==> src/rtl/mem_access_stage_pkg.sv <==
// Shared MEM-stage definitions: funct3 encodings, FSM states and the pure
// byte-lane helpers used for store steering and load extension.
package mem_access_stage_pkg;

    localparam logic [2:0] F3_B  = 3'b000;
    localparam logic [2:0] F3_H  = 3'b001;
    localparam logic [2:0] F3_W  = 3'b010;
    localparam logic [2:0] F3_BU = 3'b100;
    localparam logic [2:0] F3_HU = 3'b101;

    typedef enum logic [1:0] {IDLE, REQ, DONE} state_t;

    typedef struct packed {
        logic [3:0]  be;
        logic [31:0] wdata;
    } store_lane_t;

    function automatic logic [31:0] load_extend(input logic [31:0] word,
                                                input logic [1:0]  a,
                                                input logic [2:0]  f3);
        logic [31:0] shifted;
        logic [31:0] ext;
        shifted = word >> {a, 3'b000};
        case (f3)
            F3_B:    ext = {{24{shifted[7]}}, shifted[7:0]};
            F3_H:    ext = {{16{shifted[15]}}, shifted[15:0]};
            F3_BU:   ext = {24'h0, shifted[7:0]};
            F3_HU:   ext = {16'h0, shifted[15:0]};
            default: ext = word;
        endcase
        return ext;
    endfunction

    function automatic store_lane_t store_steer(input logic [31:0] data,
                                                input logic [1:0]  a,
                                                input logic [2:0]  f3);
        store_lane_t s;
        case (f3[1:0])
            2'b00: begin
                s.be    = 4'b0001 << a;
                s.wdata = {4{data[7:0]}};
            end
            2'b01: begin
                s.be    = 4'b0011 << a;
                s.wdata = {2{data[15:0]}};
            end
            default: begin
                s.be    = 4'b1111;
                s.wdata = data;
            end
        endcase
        return s;
    endfunction

    function automatic logic access_legal(input logic       rd,
                                          input logic       wr,
                                          input logic [2:0] f3,
                                          input logic [1:0] a);
        logic ok;
        case (f3)
            F3_B, F3_BU: ok = 1'b1;
            F3_H, F3_HU: ok = ~a[0];
            F3_W:        ok = (a == 2'b00);
            default:     ok = 1'b0;
        endcase
        // Stores have no unsigned forms, and a simultaneous read+write is undefined.
        if ((rd & wr) | (wr & f3[2]))
            ok = 1'b0;
        return ok;
    endfunction

endpackage

==> src/rtl/mem_access_stage_lane_align.sv <==
// Combinational byte-lane steering for stores and extension for loads,
// plus the alignment/encoding legality check for the current access.
module mem_lane_align
    import mem_access_stage_pkg::*;
(
    input  logic [1:0]  addr_lo,
    input  logic [2:0]  funct3,
    input  logic        mem_read,
    input  logic        mem_write,
    input  logic [31:0] store_data,
    input  logic [31:0] rdata,
    output logic [3:0]  be,
    output logic [31:0] wdata,
    output logic [31:0] load_data,
    output logic        legal
);

    store_lane_t lane;

    assign lane      = store_steer(store_data, addr_lo, funct3);
    assign be        = lane.be;
    assign wdata     = lane.wdata;
    assign load_data = load_extend(rdata, addr_lo, funct3);
    assign legal     = access_legal(mem_read, mem_write, funct3, addr_lo);

endmodule

==> src/rtl/mem_access_stage.sv <==
// MEM stage: issues loads/stores over a req/ready handshake, stalls the
// pipeline until completion or timeout, and buffers the extended load data.
module mem_access_stage
    import mem_access_stage_pkg::*;
#(
    parameter int TIMEOUT_CYCLES = 16
) (
    input  logic        clk_i,
    input  logic        rst_i,
    input  logic        Valid_i,
    input  logic [31:0] ALU_Res_i,
    input  logic [31:0] Store_Data_i,
    input  logic [4:0]  RdAddr_i,
    input  logic [2:0]  Funct3_i,
    input  logic        MemRead_i,
    input  logic        MemWrite_i,
    input  logic        MemToReg_i,
    input  logic        RegWrite_i,
    output logic        dmem_req_o,
    output logic        dmem_we_o,
    output logic [31:0] dmem_addr_o,
    output logic [31:0] dmem_wdata_o,
    output logic [3:0]  dmem_be_o,
    input  logic        dmem_ready_i,
    input  logic [31:0] dmem_rdata_i,
    output logic        stall_o,
    output logic [31:0] ALU_Res_o,
    output logic [31:0] Read_Data_o,
    output logic [4:0]  RdAddr_o,
    output logic        MemToReg_o,
    output logic        RegWrite_o,
    output logic        exc_o
);

    localparam int CNT_W = $clog2(TIMEOUT_CYCLES + 1);
    localparam logic [CNT_W-1:0] CNT_LAST = CNT_W'(TIMEOUT_CYCLES - 1);

    state_t            state_q, state_d;
    logic              req_q;
    logic [CNT_W-1:0]  cnt_q;
    logic [31:0]       rbuf_q;
    logic              exc_q;
    logic [31:0]       load_data;
    logic              legal;
    logic              memop, start, illegal, ready_hit, timeout_hit;

    mem_lane_align u_align (
        .addr_lo    (ALU_Res_i[1:0]),
        .funct3     (Funct3_i),
        .mem_read   (MemRead_i),
        .mem_write  (MemWrite_i),
        .store_data (Store_Data_i),
        .rdata      (dmem_rdata_i),
        .be         (dmem_be_o),
        .wdata      (dmem_wdata_o),
        .load_data  (load_data),
        .legal      (legal)
    );

    assign memop       = Valid_i & (MemRead_i | MemWrite_i);
    assign start       = (state_q == IDLE) & memop & legal;
    assign illegal     = (state_q == IDLE) & memop & ~legal;
    assign ready_hit   = (state_q == REQ) & dmem_ready_i;
    assign timeout_hit = (state_q == REQ) & ~dmem_ready_i & (cnt_q == CNT_LAST);

    assign dmem_req_o  = req_q;
    assign dmem_we_o   = req_q & MemWrite_i;
    assign dmem_addr_o = {ALU_Res_i[31:2], 2'b00};
    assign ALU_Res_o   = ALU_Res_i;
    assign RdAddr_o    = RdAddr_i;
    assign MemToReg_o  = MemToReg_i;
    assign Read_Data_o = rbuf_q;
    assign exc_o       = exc_q;

    // NOTE: every output gets a default first so no path leaves one unassigned (no latches).
    always_comb begin
        state_d    = state_q;
        stall_o    = 1'b0;
        RegWrite_o = RegWrite_i & Valid_i;
        unique case (state_q)
            IDLE: begin
                if (memop) begin
                    RegWrite_o = 1'b0;
                    if (legal) begin
                        stall_o = 1'b1;
                        state_d = REQ;
                    end
                end
            end
            REQ: begin
                stall_o    = 1'b1;
                RegWrite_o = 1'b0;
                if (ready_hit | timeout_hit)
                    state_d = DONE;
            end
            DONE: begin
                // exc_q can only be set here by a timeout, so it suppresses the write.
                if (exc_q)
                    RegWrite_o = 1'b0;
                state_d = IDLE;
            end
            default: state_d = IDLE;
        endcase
    end

    // NOTE: sequential state uses non-blocking assignments so all registers update together.
    always_ff @(posedge clk_i or posedge rst_i) begin
        if (rst_i) begin
            state_q <= IDLE;
            req_q   <= 1'b0;
            cnt_q   <= '0;
            rbuf_q  <= '0;
            exc_q   <= 1'b0;
        end else begin
            state_q <= state_d;
            exc_q   <= illegal | timeout_hit;
            if (start) begin
                req_q <= 1'b1;
                cnt_q <= '0;
            end else if (state_q == REQ) begin
                cnt_q <= cnt_q + CNT_W'(1);
                if (ready_hit | timeout_hit)
                    req_q <= 1'b0;
            end
            if (ready_hit & MemRead_i)
                rbuf_q <= load_data;
        end
    end

endmodule

==> config.mk <==
export PLATFORM = sky130hd
export DESIGN_NAME = mem_access_stage
export DESIGN_NICKNAME = d
export VERILOG_FILES = /design/src/rtl/mem_access_stage_pkg.sv /design/src/rtl/mem_access_stage_lane_align.sv /design/src/rtl/mem_access_stage.sv
export SDC_FILE = /design/constraint.sdc
export NUM_CORES = 1
export LEC_CHECK = 0
export CELL_PAD_IN_SITES_DETAIL_PLACEMENT = 1
export CELL_PAD_IN_SITES_GLOBAL_PLACEMENT = 1
export CORE_AREA = 2 2 98 100
export DETAILED_ROUTE_END_ITERATION = 12
export DIE_AREA = 0 0 100 102
export DONT_BUFFER_PORTS = 1
export PLACE_DENSITY = 0.81
export SYNTH_ARGS = -nofsm -noshare
export SYNTH_HDL_FRONTEND = slang
export SYNTH_SLANG_ARGS = --single-unit
==> constraint.sdc <==
create_clock -name clk_i -period 1.6 [get_ports clk_i]
set_input_delay 0.32 -clock clk_i [delete_from_list [all_inputs] [get_ports clk_i]]
set_output_delay 0.32 -clock clk_i [all_outputs]
set_load 0.03 [all_outputs]
==> out/qor.yml, run 1 <==
status:
  status: "finished with violations"
  failed_checks: "setup timing"
power:
  total_power_mw: 5.169
  power.density_nw_per_um2: 1651
  power.leakage_nw: 1.388
  ir_worst_vdd_mv: 0.4722
synth:
  synthAdderAreaFrac_pct: 0.7628
  synthArstFlopShare_pct: 100.0
  synth_area_leaders: "dfrtp_1 (31%), buf_4 (18%), mux2i_1 (7.6%)"
  ys.flop_type: "dfrtp_1"
  synth_top_area_share_pct: 31.27
  synth-warning-count: 0
  yosysUniqueCellTypes: 39
  synth_edf_count: 0
  synth_seq_cells: 41
  synth-xor-area-share_pct: 0.2670
  synth-compound-area-share_pct: 19.53
  avgSynthCellArea_um2: 8.748
  ys_seq_area_share_pct: 31.27
  syn_area_um2: 3281
  netlist_instances: 375
  synthSimpleGateAreaFrac_pct: 12.01
  synthMuxAreaShare_pct: 13.81
  yosysTopAreaCell: "dfrtp_1"
  synth_top_family_by_area: "buffers and inverters"
final_layout:
  area_growth_pct: -4.577
  fin_nets: 413
  drive_gt1_share_pct: 22.67
  fin_util_pct: 34.37
  antenna_cells: 0
  finalNonFillerCells: 411
timing:
  period_needed_ns: 1.823
  slew_viol_final: 0
  max_freq_mhz: 548.6
  clock_skew_ns: 0.008576
  fin_ws_ns: -0.2229
  tightest_slew_ns: 0.5138
  slew_headroom_pct: 65.62
  rsz0062_at_grt: "true"
  hold_violations: 0
  period_share_pct: 113.9
  setup_viol: 5
worst_setup_path:
  end_kind: "output port"
  crit_type: "register to output port"
  arrival_ns: 1.50
  r2r_cells: 5
  crit_path_max_incr_delay_ns: 0.40
  slowest_stage: "dfrtp_1"
  startpoint: "state_q[1]"
  start_kind: "register"
  crit_chain: "buf_6, o41ai_2, and3_4"
  required_ns: 1.28
  r2r_end: "Read_Data_o[29]"
  reg2reg_slack_ns: -0.01
  worstPathMaxFanout: 5
  worstReg2RegStart: "state_q[1]"
  crit_end: "RegWrite_o"
drt:
  drt_iter0_markers: 78
  finalWirelength_um: 9147
  num_vias: 2393
  avgRoutedWirePerCell_um: 22.26
  drc: 0
  firstDrtPassIters: 4
  drt-vias-per-instance: 5.822
  ant_nets: 0
die:
  die-area_um2: 10200
  die_h_um: 102
  initial_utilization_pct: 36.02
  die_w_um: 100
  fp-row-count: 35
  core_um2: 9109
  ios: 255
global_routing:
  grt_pass1_wl_um: 13990
  track_usage_pct: 17.65
  grt_remaining_overflow: 0
  grt_max_degree: 67
  antenna_found_initial: 0
  grt_pass1_vias: 2537
job:
  max_cap_viol_count: 0
place:
  place_hpwl_um: 6901
  gp_congestion: 0.8778
  io_buffers: 0
  dp_slack_ns: -0.07243
  numPlacedInstances: 401
clock_network:
  cts_tree: "built"
  clockBufferDepth: 2
  h-tree-depth: 2
  clock_latency_ns: 0.30
  clk_pin_slew_ns: 0.08
  clock_sinks: 41
  numCtsBuffers: 5
  cts_root_buf: "clkbuf_8"
worst_hold_path:
  hp-class: "primary input to register"
  whs_path_depth: 1
==> per-layer routing <==
layer  vias up  track usage, %  share of wire [%]
li1       1078               -                  -
met1      1173           20.03                 38
met2       116           29.68                 49
met3        26           6.977                 10
met4         0           7.692                2.9
met5         -               0                  0
==> through the flow <==
stage          hold WS, ns  setup TNS, ns  area [um^2]
3_3_place_gp        0.2521        -0.2719         2943
3_5_place_dp        0.2593        -0.4627         2943
4_1_cts             0.1204        -0.4337         3115
2_1_floorplan       0.4326              0         3344
6_report            0.1314        -0.4503         3131
5_1_grt             0.1176         -1.342         3131
==> critical path: cells and delay by family (launching register included) <==
family          cells  cell delay [ns]
simple gates        1             0.31
buf+inv             1             0.14
compound gates      1             0.37
flops               1             0.40
==> cells in the final DEF (no fill, tap or decap), types with 4 or more instances in the layout <==
cell type	count
buf_4	9
o211ai_2	10
clkbuf_8	5
nand2b_1	11
o21ai_0	17
buf_12	4
a21oi_1	12
o211ai_1	7
o21ai_2	9
inv_1	9
nand2_1	50
nor2_1	13
dfrtp_1	40
o22ai_1	7
mux2i_1	25
a32o_1	7
mux2_2	16
a2bb2oi_1	8
==> cells in the mapped netlist, drive strengths merged (2+ instances only) <==
master,number
mux2i,25
nand2b,11
and2,2
a211o,2
and3,2
nand2,50
buf,91
a21oi,13
nor3,3
mux2,16
a2bb2oi,8
nor2b,3
ha,2
o211ai,17
dfrtp,41
clkbuf,9
o21ai,28
nor2,15
inv,10
o22ai,7
a32o,7
==> worst min path at each step <==
stage | start | endpoint | slack [ns]
floorplan | dmem_ready_i | exc_o | 0.43
global placement | rst_i | Read_Data_o[4] | 0.25
detailed placement | rst_i | Read_Data_o[4] | 0.26
CTS | dmem_ready_i | exc_o | 0.12
global route | dmem_ready_i | exc_o | 0.12
finish | dmem_ready_i | exc_o | 0.13
==> state kept, by name, indices dropped and copies added, names as in the netlist <==
name and count:
cnt_q 5, dmem_req_o 1, Read_Data_o 32, exc_o 1, state_q 2
==> repair_timing <==
item,CTS,global route
gates resized for setup,8,3
hold buffers,1,0
setup endpoints to repair,3,24
pin swaps,4,1
setup buffers,0,1
hold endpoints to repair,41,0
gates cloned,0,0
==> kinds of logic (layout without fill, tap and decap cells) <==
family,Yosys count,in the layout
adders and majority gates,2,2
other,1,2
AOI/OAI and AO/OA,89,89
muxes,42,42
and+or+nand+nor,89,89
buffers and inverters,110,34
xor gates and xnor gates,1,1
DFF,41,41
==> final cells by class <==
cell class | instances | area, um^2
fillers | 1046 | 5978
flip-flops and latches | 41 | 1027
well taps | 111 | 138.9
clock inverters | 3 | 68.82
inverters | 10 | 37.54
repair buffers | 16 | 180.2
clock buffers | 5 | 68.82
multi-input cells | 225 | 1609
==> where the power goes <==
group | internal (mW) | switching, mW | total (mW)
logic | 0.695 | 0.822 | 1.52
registers | 1.49 | 1.12 | 2.61
clock network | 0.629 | 0.409 | 1.04
total | 2.81 | 2.36 | 5.17
No activity file was read; power rests on OpenSTA's default activity.
==> run 2, diff against run 1 <==
==> constraint.sdc (replaced) <==
create_clock -name clk_i -period 1.6 [get_ports clk_i]
set_input_delay 0.24 -clock clk_i [delete_from_list [all_inputs] [get_ports clk_i]]
set_output_delay 0.24 -clock clk_i [all_outputs]
set_load 0.03 [all_outputs]
==> out/qor.yml, run 2 (synthesis results as in run 1) <==
status:
  status: "finished with violations"
  failed_checks: "setup timing"
worst_hold_path:
  hp-class: "primary input to register"
  whs_path_depth: 1  # unchanged
drt:
  firstDrtPassIters: 4  # unchanged
  num_vias: 2388  # -0.21%
  drt-vias-per-instance: 5.824  # about the same
  ant_nets: 0  # unchanged
  avgRoutedWirePerCell_um: 22.50  # +1.1%
  drt_iter0_markers: 129  # +65%
  finalWirelength_um: 9226  # +0.86%
  drc: 0  # unchanged
final_layout:
  finalNonFillerCells: 410  # -0.24%
  antenna_cells: 0  # unchanged
  drive_gt1_share_pct: 22.41  # -0.26 points
  largest_reg_flops: 32  # unchanged
  final_common_cell: "nand2_1"
  fillers: 1051  # +0.48%
  final_cell_area_um2: 3068  # -2.0%
  fin_nets: 412  # -0.24%
  area_growth_pct: -6.484
  layout_common_cells: "nand2_1 (50), dfrtp_1 (40), mux2i_1 (25)"
power:
  switchingPower_mw: 2.360  # +0.19%
  p_sw_share_pct: 47.69  # +2.1 points
  seqPwrFrac_pct: 53.9  # +3.3 points
  internal_power_mw: 2.588  # -8.0%
  power.density_nw_per_um2: 1613  # -2.3%
  ir_worst_vdd_mv: 0.5891  # +25%
  total_power_mw: 4.948  # -4.3%
  power.leakage_nw: 1.361  # -1.9%
  power_frac_clock_pct: 17.8  # -2.3 points
  pwr-share-comb_pct: 28.3  # -1.1 points
worst_setup_path:
  cp_common_cell: "buf_6"
  arrival_ns: 1.44  # -0.06 ns
  cp.depth: 5  # +2
  worstPathMaxFanout: 5  # unchanged
  crit_family: "flip-flops"
  crit_chain: "buf_6, nor2_2, o211ai_1, o31ai_4, buf_6"
  start_kind: "register"
  required_ns: 1.36  # +0.08 ns
  end_kind: "output port"
  slowest_stage: "dfrtp_1"
  r2r_cells: 5  # unchanged
  crit_path_max_incr_delay_ns: 0.39  # about the same
  cp_num_buf_inv: 2  # +1
  crit_type: "register to output port"
clock_network:
  clockBufferDepth: 2  # unchanged
  cts_tree: "built"
  numCtsBuffers: 5  # unchanged
  h-tree-depth: 2  # unchanged
  cts_root_buf: "clkbuf_8"
  clk_pin_slew_ns: 0.09  # about the same
  clock_sinks: 41  # unchanged
  clock_latency_ns: 0.31  # about the same
timing:
  hold_violations: 0  # unchanged
  tightest_slew_ns: 0.5225  # +0.008699 ns
  max_freq_mhz: 596.2  # +8.7%
  period_share_pct: 104.8  # -9.1 points
  clock_skew_ns: 0.007588  # -0.0009881 ns
  period_needed_ns: 1.677  # -0.1456 ns
  fin_ws_ns: -0.07736  # +0.1456 ns
  slew_headroom_pct: 65.04  # -0.58 points
  whs_ns: 0.05255  # -0.07882 ns
  rsz0062_at_grt: "true"
  slew_viol_final: 0  # unchanged
  setup_viol: 1  # -4
global_routing:
  track_usage_pct: 18.09  # +0.44 points
  antenna_found_initial: 0  # unchanged
  grt_pass1_vias: 2530  # -0.28%
  grt_max_degree: 67  # unchanged
  grt_remaining_overflow: 0  # unchanged
  grt_pass1_wl_um: 14420  # +3.1%
job:
  max_cap_viol_count: 0  # unchanged
die:
  initial_utilization_pct: 36.02  # unchanged
  fp-row-count: 35  # unchanged
  die-area_um2: 10200  # unchanged
  die_h_um: 102  # unchanged
  ios: 255  # unchanged
  core_um2: 9109  # unchanged
  die_w_um: 100  # unchanged
place:
  gp_congestion: 0.7806  # -11%
  numPlacedInstances: 398  # -0.75%
  dp_slack_ns: 0.03653  # +0.1090 ns
  postPlaceCellArea_um2: 2890  # -1.8%
  io_buffers: 0  # unchanged
  place_hpwl_um: 6917  # +0.23%
run 2: worst paths after layout:
| kind | startpoint | slack, ns | endpoint |
|---|---|---|---|
| min in group asynchronous | rst_i | 0.39 | Read_Data_o[3] |
| setup / recovery | state_q[1] | -0.08 | stall_o |
| max in group asynchronous | rst_i | 0.74 | Read_Data_o[16] |
| hold reg to reg | cnt_q[0] | 0.55 | cnt_q[0] |
| setup reg to reg | state_q[1] | 0.07 | Read_Data_o[29] |
| hold / removal | dmem_ready_i | 0.05 | exc_o |
run 2: power groups by stage:
stage               Combinational [mW]  Clock (mW)  Sequential [mW]
detailed placement                1.34           0             2.70
global placement                  1.27           0             2.69
global route                      1.57       0.943             2.74
floorplan                         1.49           0             2.54
CTS                               1.41       0.903             2.69
finish                            1.40       0.882             2.67
run 2: stage by stage:
stage	utilization (%)	TNS, ns
floorplan	-	0
global placement	31.73	0
detailed placement	31.73	0
CTS	33.61	-0.1587
global route	33.68	-0.1830
finish	33.68	-0.07736
run 2: layout make-up:
class	instances	area [um^2]	area share (%)
clock buffer	5	68.82	2.243
clock inverter	3	46.29	1.509
inverter	10	37.54	1.223
multi-input combinational	225	1598	52.08
sequential	41	1027	33.48
tap	111	138.9	4.527
timing repair buffer	15	151.4	4.935
run 2: metal layers:
metal	part of all wire (%)	vias up	global-route usage [%]
li1	-	1066	-
met1	40	1190	22.09
met2	46	101	28.64
met3	10	31	7.319
met4	2.9	0	7.376
met5	0	-	0
run 2: repair_timing:
| item | in CTS | in global routing |
|---|---|---|
| endpoints found under the setup margin | 2 | 30 |
| hold buffers | 1 | 0 |
| setup buffers | 3 | 0 |
| pin swaps | 4 | 4 |
| gates resized for setup | 7 | 3 |
| endpoints found under the hold margin | 17 | 0 |
==> run 3, diff against run 2 <==
--- a/config.mk
+++ b/config.mk
@@ -5,13 +5,13 @@
 export SDC_FILE = /design/constraint.sdc
 export NUM_CORES = 1
 export LEC_CHECK = 0
+export ABC_AREA = 1
 export CELL_PAD_IN_SITES_DETAIL_PLACEMENT = 1
 export CELL_PAD_IN_SITES_GLOBAL_PLACEMENT = 1
-export CORE_AREA = 2 2 98 100
+export CORE_UTILIZATION = 37
 export DETAILED_ROUTE_END_ITERATION = 12
-export DIE_AREA = 0 0 100 102
 export DONT_BUFFER_PORTS = 1
-export PLACE_DENSITY = 0.81
+export PLACE_DENSITY = 0.87
 export SYNTH_ARGS = -nofsm -noshare
 export SYNTH_HDL_FRONTEND = slang
 export SYNTH_SLANG_ARGS = --single-unit
==> out/qor.yml, run 3 <==
clock_network:
  numCtsBuffers: 5  # unchanged
  clockBufferDepth: 2  # unchanged
  clock_latency_ns: 0.30  # about the same
  h-tree-depth: 2  # unchanged
  clk_pin_slew_ns: 0.09  # about the same
  cts_root_buf: "clkbuf_8"
  cts_tree: "built"
  clock_sinks: 41  # unchanged
synth:
  ys_seq_area_share_pct: 29.01  # -2.3 points
  synth_seq_cells: 41  # unchanged
  synth_top_area_share_pct: 29.01  # -2.3 points
  netlist_instances: 565  # +51%
  yosysTopAreaCell: "dfrtp_1"
  synth-warning-count: 0  # unchanged
  yosysUniqueCellTypes: 27  # -31%
  synth_common_cells: "nand2_1 (205), buf_4 (81), inv_1 (58)"
  synth_area_leaders: "dfrtp_1 (29%), nand2_1 (22%), buf_4 (17%)"
  synth_edf_count: 0  # unchanged
  synth.most_common_cell: "nand2_1"
  ys.flop_type: "dfrtp_1"
  syn_area_um2: 3537  # +7.8%
  synthArstFlopShare_pct: 100.0  # unchanged
  avgSynthCellArea_um2: 6.260  # -28%
place:
  dp_slack_ns: 0.1499  # +0.1133 ns
  io_buffers: 0  # unchanged
  numPlacedInstances: 623  # +57%
  gp_congestion: 0.8743  # +12%
  postPlaceCellArea_um2: 3347  # +16%
  place_hpwl_um: 9102  # +32%
timing:
  fin_ws_ns: 0.01441  # +0.09177 ns
  tightest_slew_ns: 0.6420  # +0.1195 ns
  clock_skew_ns: 0.009081  # +0.001492 ns
  slew_viol_final: 0  # unchanged
  fin_tns_setup_ns: 0  # +0.07736 ns
  period_needed_ns: 1.586  # -0.09177 ns
  slew_headroom_pct: 56.94  # -8.1 points
  hold_violations: 0  # unchanged
  max_freq_mhz: 630.7  # +5.8%
  period_share_pct: 99.10  # -5.7 points
  setup_viol: 0  # -1
  rsz0062_at_grt: "true"
power:
  power.leakage_nw: 1.978  # +45%
  total_power_mw: 5.129  # +3.6%
  ir_worst_vdd_mv: 0.4908  # -17%
  power.density_nw_per_um2: 1463  # -9.3%
drt:
  num_vias: 3236  # +36%
  drc: 0  # unchanged
  ant_nets: 0  # unchanged
  drt_iter0_markers: 221  # +71%
  firstDrtPassIters: 4  # unchanged
  drt-vias-per-instance: 5.104  # -12%
  finalWirelength_um: 11660  # +26%
  avgRoutedWirePerCell_um: 18.39  # -18%
worst_setup_path:
  startpoint: "state_q[1]"
  start_kind: "register"
  end_kind: "output port"
  arrival_ns: 1.35  # -0.09 ns
  required_ns: 1.36  # about the same
  crit_type: "register to output port"
  crit_family: "flip-flops"
  worstReg2RegStart: "state_q[1]"
  crit_path_max_incr_delay_ns: 0.41  # +0.02 ns
  reg2reg_slack_ns: 0.15  # +0.08 ns
  crit_chain: "inv_2, a21oi_1, a31oi_1, nor2_1, buf_4"
  cp_num_buf_inv: 2  # unchanged
  slowest_stage: "dfrtp_1"
  worstPathMaxFanout: 3  # -2
die:
  ios: 255  # unchanged
  core_um2: 9240  # +1.4%
  die-area_um2: 9955  # -2.4%
  initial_utilization_pct: 38.28  # +2.3 points
  die_w_um: 99.78  # -0.22%
  fp-row-count: 35  # unchanged
  die_h_um: 99.78  # -2.2%
final_layout:
  final_common_cell: "nand2_1"
  final_cell_area_um2: 3505  # +14%
  largest_reg_flops: 32  # unchanged
  finalNonFillerCells: 634  # +55%
  fin_nets: 619  # +50%
  antenna_cells: 0  # unchanged
  area_growth_pct: -0.9197
  drive_gt1_share_pct: 12.28  # -10 points
  layout_common_cells: "nand2_1 (203), nand3_1 (56), inv_1 (55)"
job:
  max_cap_viol_count: 0  # unchanged
global_routing:
  grt_max_degree: 43  # -36%
  grt_remaining_overflow: 0  # unchanged
  grt_pass1_wl_um: 17460  # +21%
  antenna_found_initial: 0  # unchanged
  grt_pass1_vias: 3388  # +34%
  track_usage_pct: 22.96  # +4.9 points
worst_hold_path:
  hp-class: "primary input to register"
  hold_start: "dmem_ready_i"
status:
  status: "completed"
-- run 3: changes by cell type after synthesis, moves of 8 or more --
cell	delta
o211ai_2	-10
o21ai_0	-18
a21oi_1	+15
nor2_1	+11
nand2b_1	-11
nand3_1	+56
o21ai_1	+10
inv_1	+48
mux2_2	-16
mux2i_1	-25
nand2_1	+155
a2bb2oi_1	-8
-- run 3: per-layer routing --
layer	up-vias	share of wire [%]	GRT usage [%]
met5	-	0	0
met2	127	52	43.34
met1	1533	34	21.53
met4	0	4.3	13.01
li1	1532	-	-
met3	44	9.0	7.730
-- run 3: where the power goes --
part	total (mW)	switching [mW]	internal (mW)	leakage (nW)
clock	0.842	0.387	0.454	0.0540
sequential	2.65	1.17	1.49	0.491
combinational	1.63	1.01	0.625	1.43
total	5.13	2.56	2.57	1.98
-- run 3: per-stage QoR --
step	hold WS, ns	utilization [%]
after floorplan	0.3965	-
after global placement	0.1554	36.22
after detailed placement	0.1732	36.22
after CTS	0.1029	37.54
after global routing	0.1391	37.93
final	0.1259	37.93
-- run 3: cell type report --
| cell class | count | area [um^2] |
|---|---|---|
| Clock buffer | 5 | 68.82 |
| Clock inverter | 2 | 35.03 |
| Sequential cell | 41 | 1026 |
| Tap cell | 129 | 161.4 |
| Inverter | 65 | 244.0 |
| Fill cell | 1214 | 5736 |
| Timing Repair Buffer | 35 | 394.1 |
| Multi-Input combinational cell | 357 | 1575 |
-- run 3: worst paths after layout --
check	depth (start not counted)	end
min in group asynchronous	2	cnt_q[0]
max reg2reg	7	Read_Data_o[31]
max in group asynchronous	3	Read_Data_o[19]
min reg2reg	2	cnt_q[3]
max	5	RegWrite_o
min	2	state_q[1]
-- run 3: timing repair --
item / 4_1_cts / 5_1_grt
gates cloned: 0 / 0
setup buffers: 1 / 2
pin swaps: 2 / 5
hold endpoints to repair: 15 / 0
endpoints found under the setup margin: 1 / 1
hold buffers: 1 / 0
resized for setup: 1 / 7
-- run 3: logic make-up after synthesis --
family                     count (synthesis)  share of synthesized area [%]
AOI/OAI and AO/OA                         55                          8.242
adders and majority gates                  2                         0.7074
DFF                                       41                          29.01
other                                      1                         0.1060
buffers and inverters                    168                          27.06
and+or+nand+nor                          297                          34.63
xor gates and xnor gates                   1                         0.2477
